$ cat config.mk
export PLATFORM = sky130hd
export DESIGN_NAME = instr_encoder
export DESIGN_NICKNAME = d
export VERILOG_FILES = /design/src/rtl/instr_encoder.sv
export SDC_FILE = /design/constraint.sdc
export NUM_CORES = 1
export LEC_CHECK = 0
export ABC_AREA = 1
export CAP_MARGIN = 20
export CORE_MARGIN = 1
export CORE_UTILIZATION = 45
export CTS_CLUSTER_DIAMETER = 80
export DETAILED_ROUTE_END_ITERATION = 8
export GPL_ROUTABILITY_DRIVEN = 1
export PLACE_DENSITY_LB_ADDON = 0.2
export SLEW_MARGIN = 10
export SYNTH_ARGS = -nofsm -noshare
export SYNTH_HDL_FRONTEND = slang
export SYNTH_SLANG_ARGS = --single-unit
$ cat constraint.sdc
create_clock -name clk -period 2.29 [get_ports clk]
set_clock_uncertainty 0.15 [all_clocks]
set_input_delay 0.5725 -clock clk [delete_from_list [all_inputs] [get_ports clk]]
set_output_delay 0.5725 -clock clk [all_outputs]
set_load 0.02 [all_outputs]
$ cat src/rtl/instr_encoder.sv
// RV32I field-level instruction encoder feeding an instruction-memory write port.
// Requests {op, rd, rs1, rs2, imm} are packed into R/I/U/S/B words and written
// one per cycle from a programmable base address, up to DEPTH words per session.
//
// Handshake: a request transfers on a rising edge where in_valid && in_ready and
// start is low. in_ready depends only on registered state, never on in_valid.
// A transferred request either produces exactly one mem_we cycle on the next
// cycle, or is rejected (sets err, no write, no address/count change).
module instr_encoder #(
  parameter int ADDR_W = 8,
  parameter int DEPTH  = 256
) (
  input  logic              clk,
  input  logic              rst,
  input  logic              start,
  input  logic [ADDR_W-1:0] base_addr,
  input  logic              in_valid,
  output logic              in_ready,
  input  logic [3:0]        op,
  input  logic [4:0]        rd,
  input  logic [4:0]        rs1,
  input  logic [4:0]        rs2,
  input  logic [31:0]       imm,
  output logic              mem_we,
  output logic [ADDR_W-1:0] mem_addr,
  output logic [31:0]       mem_wdata,
  output logic [ADDR_W:0]   count,
  output logic              done,
  output logic              err,
  output logic [1:0]        dbg_state_o
);

  typedef enum logic [1:0] {
    S_IDLE = 2'd0,
    S_LOAD = 2'd1,
    S_DONE = 2'd2
  } state_t;

  localparam int CW = ADDR_W + 2;

  localparam logic [6:0] OPC_R = 7'b0110011;
  localparam logic [6:0] OPC_I = 7'b0010011;
  localparam logic [6:0] OPC_U = 7'b0110111;
  localparam logic [6:0] OPC_S = 7'b0100011;
  localparam logic [6:0] OPC_B = 7'b1100011;

  state_t            state_q;
  logic              mem_we_q;
  logic [ADDR_W-1:0] mem_addr_q;
  logic [31:0]       mem_wdata_q;
  logic [ADDR_W:0]   count_q;
  logic              err_q;
  logic [ADDR_W-1:0] wr_ptr_q;   // address the next accepted word will use

  logic [CW-1:0]     fill;
  logic [ADDR_W:0]   count_inc;
  logic              accept;
  logic [31:0]       enc_word;
  logic              enc_ok;
  logic              imm_fits12;
  logic              imm_fits_b;

  // Words committed or in flight; the pending write counts against DEPTH.
  assign fill      = CW'(count_q) + CW'(mem_we_q);
  assign count_inc = count_q + {{ADDR_W{1'b0}}, mem_we_q};
  assign in_ready  = (state_q == S_LOAD) && (fill < CW'(DEPTH));
  assign accept    = in_valid && in_ready && !start;

  // Signed immediate range checks: 12-bit for ADDI/SW, even 13-bit for branches.
  assign imm_fits12 = (imm[31:11] == {21{imm[11]}});
  assign imm_fits_b = (imm[31:12] == {20{imm[12]}}) && !imm[0];

  // Pack the request into an RV32I word and flag whether it is encodable.
  always_comb begin
    enc_word = 32'h0;
    enc_ok   = 1'b0;
    case (op)
      4'd0:  begin enc_word = {7'b0000000, rs2, rs1, 3'b000, rd, OPC_R}; enc_ok = 1'b1; end // ADD
      4'd1:  begin enc_word = {7'b0100000, rs2, rs1, 3'b000, rd, OPC_R}; enc_ok = 1'b1; end // SUB
      4'd2:  begin enc_word = {7'b0000000, rs2, rs1, 3'b100, rd, OPC_R}; enc_ok = 1'b1; end // XOR
      4'd3:  begin enc_word = {7'b0000000, rs2, rs1, 3'b110, rd, OPC_R}; enc_ok = 1'b1; end // OR
      4'd4:  begin enc_word = {7'b0000000, rs2, rs1, 3'b111, rd, OPC_R}; enc_ok = 1'b1; end // AND
      4'd5:  begin enc_word = {7'b0000000, rs2, rs1, 3'b001, rd, OPC_R}; enc_ok = 1'b1; end // SLL
      4'd6:  begin enc_word = {7'b0000000, rs2, rs1, 3'b101, rd, OPC_R}; enc_ok = 1'b1; end // SRL
      4'd7:  begin enc_word = {7'b0100000, rs2, rs1, 3'b101, rd, OPC_R}; enc_ok = 1'b1; end // SRA
      4'd8:  begin enc_word = {7'b0000000, rs2, rs1, 3'b010, rd, OPC_R}; enc_ok = 1'b1; end // SLT
      4'd9:  begin enc_word = {7'b0000000, rs2, rs1, 3'b011, rd, OPC_R}; enc_ok = 1'b1; end // SLTU
      4'd10: begin // ADDI
        enc_word = {imm[11:0], rs1, 3'b000, rd, OPC_I};
        enc_ok   = imm_fits12;
      end
      4'd11: begin // LUI: low 12 bits must be zero, the upper 20 are taken as-is
        enc_word = {imm[31:12], rd, OPC_U};
        enc_ok   = (imm[11:0] == 12'h000);
      end
      4'd12: begin // SW
        enc_word = {imm[11:5], rs2, rs1, 3'b010, imm[4:0], OPC_S};
        enc_ok   = imm_fits12;
      end
      4'd13: begin // BNE
        enc_word = {imm[12], imm[10:5], rs2, rs1, 3'b001, imm[4:1], imm[11], OPC_B};
        enc_ok   = imm_fits_b;
      end
      4'd14: begin // BEQ
        enc_word = {imm[12], imm[10:5], rs2, rs1, 3'b000, imm[4:1], imm[11], OPC_B};
        enc_ok   = imm_fits_b;
      end
      default: begin
        enc_word = 32'h0;
        enc_ok   = 1'b0;
      end
    endcase
  end

  // Session FSM with registered write port; start overrides any pending work.
  always_ff @(posedge clk or posedge rst) begin
    if (rst) begin
      state_q     <= S_IDLE;
      mem_we_q    <= 1'b0;
      mem_addr_q  <= '0;
      mem_wdata_q <= 32'h0;
      count_q     <= '0;
      err_q       <= 1'b0;
      wr_ptr_q    <= '0;
    end else if (start) begin
      state_q  <= S_LOAD;
      mem_we_q <= 1'b0;
      count_q  <= '0;
      err_q    <= 1'b0;
      wr_ptr_q <= base_addr;
    end else begin
      mem_we_q <= 1'b0;
      count_q  <= count_inc;
      case (state_q)
        S_LOAD: begin
          if (accept) begin
            if (enc_ok) begin
              mem_we_q    <= 1'b1;
              mem_addr_q  <= wr_ptr_q;
              mem_wdata_q <= enc_word;
              wr_ptr_q    <= wr_ptr_q + 1'b1;
            end else begin
              err_q <= 1'b1;
            end
          end
          // The last write has retired when count reaches DEPTH; nothing can be pending.
          if (count_inc == (ADDR_W+1)'(DEPTH)) begin
            state_q <= S_DONE;
          end
        end
        S_IDLE:  state_q <= S_IDLE;
        S_DONE:  state_q <= S_DONE;
        default: state_q <= S_IDLE;
      endcase
    end
  end

  assign mem_we      = mem_we_q;
  assign mem_addr    = mem_addr_q;
  assign mem_wdata   = mem_wdata_q;
  assign count       = count_q;
  assign done        = (state_q == S_DONE);
  assign err         = err_q;
  assign dbg_state_o = state_q;

endmodule

==> summary.md <==
| Metric | Value |
|---|---|
| Outcome | finished, violations left |
| Failing checks | setup timing |
| Cell area after synthesis | 3440 um2 |
| Int Pwr | between 2000 and 2500 uW |
| Final cell count without fillers | 748 |
| Worst Setup Path Type | flip-flop to output port |
| Mapped Cells | ~470 |
| CP endpoint kind | output port |
| Final #Nets | around 710 |
| Clock network power share | 0.259 |
| GPL Wtd Cong | 0.945 |
| RSZ-0062 raised after global routing | yes |
| Total gr overflow | 0 |
| Fill count | approximately 560 |
| Final setup fails | 1 |
| Reg2reg path depth | 14 |
| Clock tree buffer depth | 2 |
| Max H-tree Level | 3 |
| CP max FO | 3 |
| 1st-iter DRT viols | ~260 |
| Overall power | ~3800 uW |
| #FFs+latches synth | 59 |
| Asr flop ratio synth | 1.00 |
| Worst endpoint required time | between 1.5 and 2 ns |
| Top post-synthesis cells by area | dfrtp_1 (43%), nand2_1 (17%), nor2_1 (6.1%), o21ai_0 (5.1%), inv_1 (4.7%) |
| Fin. Hold Viols | 0 |
| IO Count | approximately 120 |
| M1 GR Usage | 0.321 |
| Initial antenna violation count | 0 |
| Skew-Pair Late Insertion Delay | roughly 0.34 ns |
| Top cells by count, synth | nand2_1 (153), dfrtp_1 (59), nor2_1 (56), inv_1 (43), o21ai_0 (35) |
| TritonCTS clock tree | done |
| Initial core utilization | 0.469 |
| Synthesis Warnings | 0 |
| Total track usage | 0.275 |
| Area Growth Syn to Fin | 57.5% |
| Drt pass-1 iters | 5 |
| Clock-pin slew on the worst setup and hold paths | roughly 0.08 ns |
| Peak VDD IR | 427 uV |
| Worst Setup EP | in_ready |
| Most numerous cell in the Yosys netlist | nand2_1 |
| Final ANT Viol Nets | 0 |
| Final min period | roughly 2.4 ns |
| Hold Crit Class | input pin to async pin |
| Flop-to-flop setup slack | around 0.17 ns |
| Final Instance Area | ~5400 um2 |
| CTS Buf Count | 9 |
| Root cell of the clock tree | clkbuf_8 |
| Max-cap violation count | 0 |
| Placed cell areas | ~5100 um2 |
| Tcrit/Tclk final | 1.04 |
| Register area share after synthesis | 0.430 |
| DIE HEIGHT | 89.4 um |
| Worst Setup SP | mem_we |
| Comb power frac | 0.365 |
| Vias/cell | just over 5 |
| Met3 Use GR | 0.0526 |
| Total number of vias | 3888 |
| Slew Limit Fails | 0 |
| Synth cell types | 36 |
| FP Rows | 31 |
| Die area | 7990 um2 |
| Top achievable clock speed | between 0.4 and 0.5 GHz |
| TritonCTS Sinks | 59 |
| First-pass GRT wire length | approximately 17 mm |
| Most used DFF post-synth | dfrtp_1 |
| Worst flop-to-flop path endpoint | mem_wdata[14] |
| Largest net degree at the start of global routing | 51 |
| Antenna diodes | 0 |
| Switching pwr | 1270 uW |
| Detailed-route DRC error count | 0 |
| Wirelength per Cell | ~14 um |
| P per Cell Area | approximately 700 nW/um2 |
| Beginning of the worst register-to-register path | mem_we |
| GR peak layer | met2 |
| Avg Synthesized Cell Area | 7.25 um2 |
| CP arrival | approximately 1.7 ns |
| Number of synthesized flops with an enable pin | 0 |
| Final worst slack | -0.0949 ns |
| Pleak | between 0.002 and 0.003 uW |
| Flop pwr share | 0.376 |
| Placed cells | approximately 730 |
| Met2 Resource Use GR | 0.491 |
| HPWL after DPL | about 7.8 mm |
| Synth area leader | dfrtp_1 |
| Post-synth top area share | 0.430 |
| Switching part of the total | 0.337 |
| Die width | slightly below 90 um |
| Port Buffers | ~120 |
| Crit path launch type | flip-flop |
| Total core area | around 7300 um2 |
| Vias in the first global route | between 3k and 4k |
| Share of cells above drive strength 1 | 0.163 |
| Syn nets | 542 |
| Total wire length | 10.6 mm |
==> kinds of logic after synthesis <==
logic type      share of synthesized area
other cells                       0.00109
flops                               0.430
compound gates                      0.114
simple gates                        0.336
fa+ha+maj                          0.0182
buf+inv                            0.0827
xor+xnor                           0.0178
==> per-layer routing <==
layer	share of wire	vias up
met5	0	-
met4	0.022	0
met2	0.51	184
li1	-	1873
met3	0.064	26
met1	0.40	1805
==> cell type report <==
type                    instances  area [um2]  share of cell area
flip-flops and latches         59        1480               0.273
clock buffers                  13         159              0.0294
multi-input cells             349        1760               0.324
inverters                      50         191              0.0354
well taps                      99         124              0.0229
repair buffers                176        1670               0.309
clock inverters                 2        35.0             0.00647
==> worst min-delay path by stage <==
stage	to	cells after the start	start	slack, ns
2_1_floorplan	wr_ptr_q[5]	2	wr_ptr_q[5]	0.33
3_3_place_gp	mem_addr[2]	2	mem_addr[2]	0.31
3_5_place_dp	mem_addr[2]	2	mem_addr[2]	0.32
4_1_cts	mem_wdata[30]	2	rst	0.32
5_1_grt	mem_wdata[24]	2	rst	0.34
6_report	mem_wdata[30]	2	rst	0.32
==> cells in the final DEF (no fill, tap or decap), types with 5 or more instances in the layout <==
cell type        synthesis  routed
a21oi_1                  6       6
a221oi_1                 8       8
a22oi_1                  5       5
buf_4                    3      58
clkbuf_8                 0      11
clkdlybuf4s50_1          0     105
dfrtp_1                 59      59
dlymetal6s2s_1           0       9
inv_1                   43      41
inv_2                    5       7
nand2_1                153     152
nand3_1                 31      27
nand3_2                  2       5
nand4_1                 12      12
nor2_1                  56      53
nor3_1                   6       6
o21ai_0                 35      31
o21ai_1                  5       8
==> worst max-delay path, stage by stage (launching register included) <==
cell and delay [ns]:
dfrtp_1 0.40, ha_4 0.17, ha_4 0.15, nand2_4 0.05
nor2_4 0.12, nand4_1 0.13, nand4_1 0.13, inv_1 0.06
buf_6 0.12
==> metrics by stage <==
step            util  hold slack, ns  setup TNS [ns]  setup slack, ns
6_report       0.738           0.317         -0.0949          -0.0949
2_1_floorplan      -           0.326               0           0.0364
5_1_grt        0.738           0.345          -0.207           -0.207
4_1_cts        0.727           0.322         -0.0874          -0.0874
3_5_place_dp   0.694           0.319          -12.90           -0.331
3_3_place_gp   0.694           0.313           -8.64           -0.229
==> power groups by stage <==
| stage | combinational [uW] | sequential (uW) | clock, uW |
|---|---|---|---|
| after global routing | 1490 | 1440 | 1040 |
| after detailed placement | 1360 | 1430 | 0 |
| after CTS | 1370 | 1420 | 980 |
| final | 1370 | 1420 | 976 |
| after global placement | 1320 | 1420 | 0 |
| after floorplan | 387 | 1660 | 0 |
==> what timing repair did <==
action / CTS / global route
pin swaps: 1 / 3
gates resized for setup: 13 / 24
setup buffers: 2 / 2
hold buffers: 0 / 0
endpoints found under the setup margin: 10 / 48
==> state kept, by name, indices dropped and copies added (netlist names) <==
signal and cells:
mem_addr 8, mem_we 1, wr_ptr_q 8, count 9, dbg_state_o 2, err 1
mem_wdata 30
Note: power is estimated with default switching activity, not from simulation.
